[src/rtl/raster_pkg.sv]
// Types and widths shared by the triangle dispatcher, its cull stage and the rasterizer.
package raster_pkg;

  localparam int RASTER_VERTEX_WIDTH = 12;
  // Wide enough that the signed-area cross product can never overflow.
  localparam int RASTER_AREA_WIDTH   = 2 * RASTER_VERTEX_WIDTH + 2;

  typedef enum logic [3:0] {
    StIdle,
    StFetchIdx,
    StWaitIdx,
    StV0,
    StV1,
    StV2,
    StVl,
    StCull,
    StLaunch,
    StWaitDone,
    StNext,
    StFinish
  } dispatch_state_e;

  typedef struct packed {
    logic signed [RASTER_VERTEX_WIDTH-1:0] y;
    logic signed [RASTER_VERTEX_WIDTH-1:0] x;
  } vertex_t;

  function automatic logic signed [RASTER_AREA_WIDTH-1:0] sext_coord(
    input logic signed [RASTER_VERTEX_WIDTH-1:0] c
  );
    return {{(RASTER_AREA_WIDTH - RASTER_VERTEX_WIDTH){c[RASTER_VERTEX_WIDTH-1]}}, c};
  endfunction

endpackage

[src/rtl/triangle_cull.sv]
// Combinational triangle cull: degenerate, optionally back-facing, or entirely off one
// framebuffer edge.
module triangle_cull
  import raster_pkg::*;
#(
  parameter int FB_WIDTH      = 160,
  parameter int FB_HEIGHT     = 120,
  parameter int CULL_BACKFACE = 1
) (
  input  vertex_t v0,
  input  vertex_t v1,
  input  vertex_t v2,
  output logic    cull
);

  localparam int AW = RASTER_AREA_WIDTH;
  localparam logic signed [AW-1:0] XMax = AW'(FB_WIDTH - 1);
  localparam logic signed [AW-1:0] YMax = AW'(FB_HEIGHT - 1);

  logic signed [AW-1:0] x0e, y0e, x1e, y1e, x2e, y2e;
  logic signed [AW-1:0] area;
  logic                 degenerate, back_facing, off_screen;

  always_comb begin
    x0e = sext_coord(v0.x);
    y0e = sext_coord(v0.y);
    x1e = sext_coord(v1.x);
    y1e = sext_coord(v1.y);
    x2e = sext_coord(v2.x);
    y2e = sext_coord(v2.y);

    area = (x1e - x0e) * (y2e - y0e) - (x2e - x0e) * (y1e - y0e);

    degenerate  = (area == '0);
    back_facing = (CULL_BACKFACE != 0) && area[AW-1];
    off_screen  = (x0e[AW-1] && x1e[AW-1] && x2e[AW-1]) ||
                  (y0e[AW-1] && y1e[AW-1] && y2e[AW-1]) ||
                  ((x0e > XMax) && (x1e > XMax) && (x2e > XMax)) ||
                  ((y0e > YMax) && (y1e > YMax) && (y2e > YMax));

    cull = degenerate || back_facing || off_screen;
  end

endmodule

[src/rtl/triangle_dispatcher.sv]
// Walks an indexed triangle list, culls what cannot be drawn and hands the rest to the
// rasterizer one at a time, holding it in reset between triangles.
module triangle_dispatcher
  import raster_pkg::*;
#(
  parameter int VERTEX_WIDTH   = RASTER_VERTEX_WIDTH,
  parameter int IDX_WIDTH      = 8,
  parameter int TRI_ADDR_WIDTH = 8,
  parameter int FB_WIDTH       = 160,
  parameter int FB_HEIGHT      = 120,
  parameter int CULL_BACKFACE  = 1
) (
  input  logic                           clk,
  input  logic                           rstn,
  input  logic                           start,
  input  logic [TRI_ADDR_WIDTH:0]        num_triangles,
  output logic [TRI_ADDR_WIDTH-1:0]      idx_addr,
  input  logic [3*IDX_WIDTH-1:0]         idx_data,
  output logic [IDX_WIDTH-1:0]           vtx_addr,
  input  logic [2*VERTEX_WIDTH-1:0]      vtx_data,
  output logic signed [VERTEX_WIDTH-1:0] x0,
  output logic signed [VERTEX_WIDTH-1:0] y0,
  output logic signed [VERTEX_WIDTH-1:0] x1,
  output logic signed [VERTEX_WIDTH-1:0] y1,
  output logic signed [VERTEX_WIDTH-1:0] x2,
  output logic signed [VERTEX_WIDTH-1:0] y2,
  output logic                           rast_rst,
  input  logic                           rast_done,
  output logic                           busy,
  output logic                           done,
  output logic [TRI_ADDR_WIDTH:0]        tri_drawn,
  output logic [TRI_ADDR_WIDTH:0]        tri_culled
);

  localparam int CW = TRI_ADDR_WIDTH + 1;

  dispatch_state_e             state_q, state_d;
  logic [CW-1:0]               num_q, drawn_q, culled_q;
  logic [TRI_ADDR_WIDTH-1:0]   tri_idx_q;
  logic [3*IDX_WIDTH-1:0]      idx_q;
  vertex_t                     v0_q, v1_q, v2_q;
  vertex_t                     o0_q, o1_q, o2_q;
  logic                        rast_rst_q, busy_q, done_q;
  logic                        cull, last_tri;

  triangle_cull #(
    .FB_WIDTH      (FB_WIDTH),
    .FB_HEIGHT     (FB_HEIGHT),
    .CULL_BACKFACE (CULL_BACKFACE)
  ) u_cull (
    .v0   (v0_q),
    .v1   (v1_q),
    .v2   (v2_q),
    .cull (cull)
  );

  assign last_tri = ({1'b0, tri_idx_q} == (num_q - CW'(1)));

  always_ff @(posedge clk or negedge rstn) begin
    if (!rstn) state_q <= StIdle;
    else       state_q <= state_d;
  end

  // Vertex addresses go out one per cycle; each read lands a cycle later.
  always_comb begin
    state_d  = state_q;
    vtx_addr = '0;
    unique case (state_q)
      StIdle:     if (start) state_d = (num_triangles == '0) ? StFinish : StFetchIdx;
      StFetchIdx: state_d = StWaitIdx;
      StWaitIdx:  state_d = StV0;
      StV0: begin
        vtx_addr = idx_q[IDX_WIDTH-1:0];
        state_d  = StV1;
      end
      StV1: begin
        vtx_addr = idx_q[2*IDX_WIDTH-1:IDX_WIDTH];
        state_d  = StV2;
      end
      StV2: begin
        vtx_addr = idx_q[3*IDX_WIDTH-1:2*IDX_WIDTH];
        state_d  = StVl;
      end
      StVl:       state_d = StCull;
      StCull:     state_d = cull ? StNext : StLaunch;
      StLaunch:   state_d = StWaitDone;
      StWaitDone: if (rast_done) state_d = StNext;
      StNext:     state_d = last_tri ? StFinish : StFetchIdx;
      StFinish:   state_d = StIdle;
      default:    state_d = StIdle;
    endcase
  end

  always_ff @(posedge clk or negedge rstn) begin
    if (!rstn) begin
      num_q      <= '0;
      drawn_q    <= '0;
      culled_q   <= '0;
      tri_idx_q  <= '0;
      idx_q      <= '0;
      v0_q       <= '0;
      v1_q       <= '0;
      v2_q       <= '0;
      o0_q       <= '0;
      o1_q       <= '0;
      o2_q       <= '0;
      rast_rst_q <= 1'b1;
      busy_q     <= 1'b0;
      done_q     <= 1'b0;
    end else begin
      done_q <= (state_q == StFinish);
      unique case (state_q)
        StIdle: begin
          if (start) begin
            num_q     <= num_triangles;
            tri_idx_q <= '0;
            drawn_q   <= '0;
            culled_q  <= '0;
            busy_q    <= 1'b1;
          end
        end
        StWaitIdx: idx_q <= idx_data;
        StV1:      v0_q  <= vertex_t'(vtx_data);
        StV2:      v1_q  <= vertex_t'(vtx_data);
        StVl:      v2_q  <= vertex_t'(vtx_data);
        StCull: begin
          if (cull) begin
            culled_q <= culled_q + CW'(1);
          end else begin
            o0_q    <= v0_q;
            o1_q    <= v1_q;
            o2_q    <= v2_q;
            drawn_q <= drawn_q + CW'(1);
          end
        end
        StLaunch:   rast_rst_q <= 1'b0;
        StWaitDone: if (rast_done) rast_rst_q <= 1'b1;
        StNext:     if (!last_tri) tri_idx_q <= tri_idx_q + TRI_ADDR_WIDTH'(1);
        StFinish:   busy_q <= 1'b0;
        default: ;
      endcase
    end
  end

  assign idx_addr   = tri_idx_q;
  assign x0         = o0_q.x;
  assign y0         = o0_q.y;
  assign x1         = o1_q.x;
  assign y1         = o1_q.y;
  assign x2         = o2_q.x;
  assign y2         = o2_q.y;
  assign rast_rst   = rast_rst_q;
  assign busy       = busy_q;
  assign done       = done_q;
  assign tri_drawn  = drawn_q;
  assign tri_culled = culled_q;

endmodule

[config.mk]
export PLATFORM = sky130hd
export DESIGN_NAME = triangle_dispatcher
export DESIGN_NICKNAME = d
export VERILOG_FILES = /design/src/rtl/raster_pkg.sv /design/src/rtl/triangle_cull.sv /design/src/rtl/triangle_dispatcher.sv
export SDC_FILE = /design/constraint.sdc
export NUM_CORES = 1
export LEC_CHECK = 0
export ABC_AREA = 0
export BUFFER_PORTS_ARGS = -buffer_cell sky130_fd_sc_hd__buf_2
export CAP_MARGIN = 20
export CORE_MARGIN = 1.5
export CORE_UTILIZATION = 60
export CTS_CLUSTER_DIAMETER = 200
export DETAILED_ROUTE_END_ITERATION = 16
export PLACE_DENSITY = 0.87
export SYNTH_ARGS = -nofsm -noshare
export SYNTH_HDL_FRONTEND = slang
export SYNTH_HIERARCHICAL = 1
export SYNTH_SLANG_ARGS = --single-unit
export TNS_END_PERCENT = 10
[constraint.sdc]
create_clock -name clk -period 22.3 [get_ports clk]
set_clock_uncertainty 0.05 [all_clocks]
set_input_delay 4.46 -clock clk [delete_from_list [all_inputs] [get_ports clk]]
set_output_delay 4.46 -clock clk [all_outputs]
set_load 0.02 [all_outputs]
==> metrics.csv, run 1 <==
metric;value;unit
Req. time, crit path;22.62;ns
Core Area;38900;sq um
Crit path depth;37;
CTS Sinks;210;
Post-synth top flop;dfrtp_1;
starting density of the core;61.3;%
Vias;17900;
Hold WC Path Type;reg -> reg;
Worst-Margin Slew;1.06;ns
period utilisation layout;50.7;%
slowest stage cell, crit path;buf_4;
Resized cells post-CTS;0;
Syn Inst Count;2278;
Yosys warnings;6;
Worst-path clk slew;0.07;ns
Post-CTS Hold Fix Bufs;0;
Avg WL per Cell;20.4;microns
initial antenna violation count;2;
Post-synth EDFFs;0;
placed cells;2922;
H-tree depth;1;
Area Overhead vs Synth;8.63;%
Die Span X;202;microns
Post-DP Area;25300;sq um
final core utilization;66.6;%
setup violators final;0;
Setup Fix Bufs, Post-CTS;0;
status;complete, no violations;
Final Instance Area;25900;sq um
setup repair after global routing missed its margin;false;
GRT Resource Usage Total;30.4;%
Max Cap Viol;0;
nets;3042;
CTS Buf Count;19;
reg2reg path depth;37;
critical-path maximum fanout;78;
hold depth;1;
final setup TNS;0;ns
Rows;72;
post-synthesis register bit count;210;
CP startpoint kind;flip-flop;
Slew headroom;29.0;%
IO buf count;169;
slowest stage delay, CP;0.76;ns
pin count of the biggest net entering global routing;86;
synth unique cells;84;
Finished Layout Cells;2961;
grt ovf;0;
Die Y;202;microns
Final Hold Vio Count;0;
Initial DRT Pass Iterations;8;
CTS tree;yes;
post-route ant nets;0;
Crit path top cell by count;fa_1;
vias in the first global route;19500;
Worst-Skew Late Latency;0.49;ns
final critical-path required period;11.32;ns
Synth Net Count;2892;
Buf+Inv Stages, Crit Path;6;
Die Area;41000;sq um
CP top delay family;adder cells;
Vias/cell;6.05;
Post-synth ARST share;100;%
clock tree root driver cell;clkbuf_16;
fmax;0.0884;GHz
Worst Path Class, Setup;reg -> reg;
Max clock buf depth;3;
final WL;60400;microns
share of layout cells above drive strength 1;19.6;%
first-pass GRT wire length;99900;microns
synthesized area;23900;sq um
CP endpoint kind;flip-flop;
GPL Wtd Cong;0.951;
Ports;170;
Remaining DRCs;0;
post-synthesis sequential area ratio;22.0;%
initial DRC count;1587;
Mapped Avg Cell Area;10.5;sq um
fin. max-slew vios;0;
HPWL after detailed placement;47900;microns
CP arrival;11.63;ns
==> through the flow <==
stage          hold WS [ns]  setup slack (ns)
2_1_floorplan         0.430             12.73
3_3_place_gp          0.428             11.57
6_report              0.458             10.98
3_5_place_dp          0.441             11.23
4_1_cts               0.459             11.05
5_1_grt               0.465             10.32
==> cells in the mapped netlist, types with 6 or more instances <==
cell	n	area share [%]
nor2b_1	27	0.71
a21o_1	19	0.60
and2_1	13	0.34
nand3_1	17	0.36
a22oi_1	6	0.19
o21ai_0	34	0.71
a21oi_1	40	0.84
nand4_1	18	0.47
xnor2_1	52	1.9
o21a_1	11	0.35
nor3_1	33	0.69
clkbuf_1	54	0.85
mux2_2	171	8.1
mux2i_1	8	0.34
o21ai_1	7	0.15
a222oi_1	8	0.34
nor2_1	310	4.9
nand2b_1	40	1.0
nand2_1	68	1.1
or2_2	46	1.2
xor2_1	40	1.5
buf_2	23	0.48
and3_1	6	0.16
inv_1	349	5.5
fa_1	381	32
dfrtp_1	209	22
ha_1	172	9.0
a31oi_1	12	0.31
==> path summary, 6_finish.rpt <==
check,from,end,slack (ns)
setup / recovery,v2_q[0],tri_drawn[5],10.98
max in group asynchronous,rstn,idx_q[23],16.88
hold reg to reg,rast_rst,rast_rst,0.46
hold / removal,rast_rst,rast_rst,0.46
min in group asynchronous,rstn,x1[4],3.96
setup reg to reg,v2_q[0],tri_drawn[5],10.98
==> final cells by class <==
type	count	area, sq um
Clock buffer	29	533
Multi-Input combinational cell	1635	16900
Clock inverter	5	37.5
Fill cell	2705	13000
Antenna cell	2	5.00
Tap cell	518	648
Inverter	350	1310
Sequential cell	210	5260
Timing Repair Buffer	212	1180
==> cells by family (layout without fill, tap and decap cells) <==
family / after synthesis / in the layout / synth area share, %
AO/OA/AOI/OAI: 197 / 197 / 5.88
XOR/XNOR: 94 / 94 / 3.54
adder cells (fa/ha/maj): 553 / 553 / 41.0
buffers and inverters: 433 / 596 / 7.07
flip-flops: 210 / 210 / 22.0
multiplexers: 179 / 179 / 8.41
other: 0 / 2 / 0
AND/OR/NAND/NOR: 612 / 612 / 12.1
==> sequential cells by signal (all words and copies together) (netlist names), 24 cells and up <==
name   flops
idx_q     24
v1_q      24
v2_q      24
v0_q      24
==> cell usage in the layout (no fill, tap or decap), types with 11 or more instances in the layout <==
master | netlist | layout
a21o_1 | 19 | 19
xnor2_1 | 52 | 52
nand2b_1 | 40 | 40
buf_4 | 1 | 43
xor2_1 | 40 | 40
clkbuf_16 | 0 | 19
ha_1 | 172 | 172
buf_2 | 23 | 168
o21ai_0 | 34 | 34
inv_1 | 349 | 349
a21oi_1 | 40 | 40
a31oi_1 | 12 | 11
nand4_1 | 18 | 18
nor2b_1 | 27 | 27
o21a_1 | 11 | 11
dfrtp_1 | 209 | 209
nand2_1 | 68 | 68
or2_2 | 46 | 46
and2_1 | 13 | 13
mux2_2 | 171 | 171
nand3_1 | 17 | 17
nor2_1 | 310 | 309
fa_1 | 381 | 381
nor3_1 | 33 | 31
==> metal layers <==
layer  GRT usage, %  vias to the layer above  share of wire [%]
li1               -                     7589                  -
met5              0                        -                  0
met2           51.9                      942                 51
met1           38.5                     9132                 37
met3           4.34                      247                7.0
met4           14.1                        0                5.2
Power of run 1 is not shown: default switching activity piles up to over one toggle a cycle in this logic, so the estimate is an artifact.
==> run 2, diff against run 1 <==
--- a/config.mk
+++ b/config.mk
@@ -9,7 +9,7 @@
 export BUFFER_PORTS_ARGS = -buffer_cell sky130_fd_sc_hd__buf_2
 export CAP_MARGIN = 20
 export CORE_MARGIN = 1.5
-export CORE_UTILIZATION = 60
+export CORE_UTILIZATION = 57
 export CTS_CLUSTER_DIAMETER = 200
 export DETAILED_ROUTE_END_ITERATION = 16
 export PLACE_DENSITY = 0.87
==> constraint.sdc (replaced) <==
create_clock -name clk -period 9.3 [get_ports clk]
set_clock_uncertainty 0.05 [all_clocks]
set_input_delay 1.86 -clock clk [delete_from_list [all_inputs] [get_ports clk]]
set_output_delay 1.86 -clock clk [all_outputs]
set_load 0.02 [all_outputs]
==> run 2 against run 1 <==
- the flow now finishes with violations (negative setup slack)
- routed wire length grew 15%
- first-iteration DRC count is 1.5% higher
- final cell count rose by 7.4%
- via count up 7.0%
- register-to-register slack worse by 12 ns
- fmax increased by 14%
- setup slack worse by 12 ns
- critical path type unchanged
- largest cell class unchanged
- highest routed layer is now met5
==> metrics.csv, run 2 (synthesized netlist as in run 1, its figures left out) <==
metric;value;unit;change
period utilisation layout;107;%;was 50.7%
Post-DP Area;26700;sq um;was 25,300 sq um
Req. time, crit path;9.63;ns;was 22.62 ns
Filler cells;2705;;unchanged
Crit path top cell by count;fa_1;;unchanged
Initial DRT Pass Iterations;8;;unchanged
Core Area;41100;sq um;was 38,900 sq um
Die Area;43100;sq um;was 41,000 sq um
Post-Route M1 WL;23700;microns;was 22,200 microns
Avg WL per Cell;21.8;microns;was 20.4 microns
fmax;0.101;GHz;was 0.0884 GHz
reg2reg path depth;43;;was 37
H-tree depth;1;;unchanged
met2 wire length;35300;microns;was 30,800 microns
grt ovf;0;;unchanged
FF-to-FF End;tri_drawn[6];;was tri_drawn[5]
initial DRC count;1611;;was 1,587
IO buf count;169;;unchanged
status;finished, violations left;;was complete, no violations
most common cell after layout, fill and taps aside;fa_1;;unchanged
Hold WC Path Type;reg -> reg;;unchanged
fin. max-slew vios;0;;unchanged
Max clock buf depth;3;;unchanged
Worst Path Class, Setup;reg -> reg;;unchanged
CP endpoint kind;flip-flop;;unchanged
failing checks;negative setup slack;;
HPWL after detailed placement;51100;microns;was 47,900 microns
nets;3246;;was 3,042
starting density of the core;58.0;%;was 61.3%
clock tree root driver cell;clkbuf_16;;unchanged
post-route ant nets;0;;unchanged
slowest stage cell, crit path;fa_1;;was buf_4
Final Hold Vio Count;0;;unchanged
Area Overhead vs Synth;19.0;%;was 8.63%
CTS tree;yes;;unchanged
CTS Sinks;210;;unchanged
Ports;170;;unchanged
share of layout cells above drive strength 1;29.3;%;was 19.6%
pin count of the biggest net entering global routing;136;;was 86
vias in the first global route;21100;;was 19,500
Rows;74;;was 72
WHS Endpoint;x2[4];;was rast_rst
GRT Resource Usage Total;32.4;%;was 30.4%
CP arrival;10.25;ns;was 11.63 ns
area occupied by registers;5260;sq um;about the same
Worst-Margin Slew;0.964;ns;was 1.06 ns
CP startpoint kind;flip-flop;;unchanged
highest routed layer;met5;;was met4
Die Y;208;microns;was 202 microns
final WL;69400;microns;was 60,400 microns
setup violators final;90;;was 0
R2R Path Start;v0_q[0];;was v2_q[0]
final worst setup slack;-0.622;ns;was 10.98 ns
Multi-input gate area;17400;sq um;was 16,900 sq um
slowest stage delay, CP;0.56;ns;was 0.76 ns
Remaining DRCs;0;;unchanged
r2r setup slk;-0.62;ns;was 10.98 ns
setup repair after global routing missed its margin;true;;was false
WL met3;5860;microns;was 4220 microns
Slew headroom;35.8;%;was 29.0%
dpl ws;-0.721;ns;was 11.23 ns
most frequent cells in the layout;fa_1, inv_1, nor2_1, buf_4, dfrtp_1;;was fa_1, inv_1, nor2_1, dfrtp_1, ha_1
initial antenna violation count;4;;was 2
Vias/cell;6.02;;was 6.05
first-pass GRT wire length;110000;microns;was 99,900 microns
Final Instance Area;28400;sq um;was 25,900 sq um
Die Span X;208;microns;was 202 microns
GPL Wtd Cong;0.998;;was 0.951
Hold Startpoint;x2[4];;was rast_rst
critical-path maximum fanout;6;;was 78
Vias;19200;;was 17,900
Worst-path clk slew;0.07;ns;about the same
Max Cap Viol;0;;unchanged
hold depth;1;;unchanged
Worst-Skew Late Latency;0.53;ns;was 0.49 ns
final critical-path required period;9.92;ns;was 11.32 ns
CTS Buf Count;21;;was 19
## run 2: cell types whose count changed in the layout (fill, tap and decap cells not counted), sizes merged
| cell | delta |
|---|---|
| buf | +200 |
| bufbuf | +1 |
| bufinv | +4 |
| clkbuf | +1 |
| clkinv | +2 |
| clkinvlp | -2 |
## run 2: worst max path at each step
stage                     startpoint             to  slack (ns)
after floorplan              v0_q[0]  tri_culled[5]        0.01
after global placement      v2_q[12]          x2[0]       -0.33
after detailed placement    v2_q[12]          x0[4]       -0.72
after CTS                    v1_q[0]   tri_drawn[6]       -0.26
after global routing         v1_q[0]   tri_drawn[6]       -1.06
final                        v0_q[0]   tri_drawn[6]       -0.62
## run 2: cell type report
type                    count  area share (%)
inverters                 350            4.65
flip-flops and latches    210            18.5
repair buffers            414            10.3
multi-input cells        1635            61.4
clock inverters             9           0.547
well taps                 532            2.35
clock buffers              29            2.20
diodes                      2          0.0176
## run 2: through the flow
| step | hold WS, ns | TNS, ns | util [%] | std cells |
|---|---|---|---|---|
| after global routing | 0.468 | -80.50 | 69.0 | 3181 |
| final | 0.450 | -43.93 | 69.0 | 3181 |
| after floorplan | 0.430 | 0 | - | 2278 |
| after CTS | 0.456 | -17.19 | 68.4 | 3170 |
| after global placement | 0.425 | -25.10 | 65.1 | 3108 |
| after detailed placement | 0.441 | -54.27 | 65.1 | 3108 |
## run 2: layer usage
| metal | up-vias | track usage (%) |
|---|---|---|
| li1 | 7997 | - |
| met1 | 9669 | 37.4 |
| met2 | 1126 | 56.8 |
| met3 | 365 | 7.16 |
| met4 | 4 | 16.7 |
| met5 | - | 0 |
## run 2: repair_timing
item	in CTS	in global routing
resized for setup	72	41
setup endpoints to repair	91	91
gates cloned	2	0
setup buffers	22	8
pin swaps	35	30
hold buffers	0	0
## run 2: worst max-delay path: cells and delay by family (launching register included)
family                     cells  cell delay, ns
buffers and inverters          9            0.85
xor gates and xnor gates       2            0.49
DFF                            1            0.42
and+or+nand+nor               15            2.25
adders and majority gates      9            4.04
AOI/OAI and AO/OA              8            1.71
Power of run 2 is left out for the same reason.
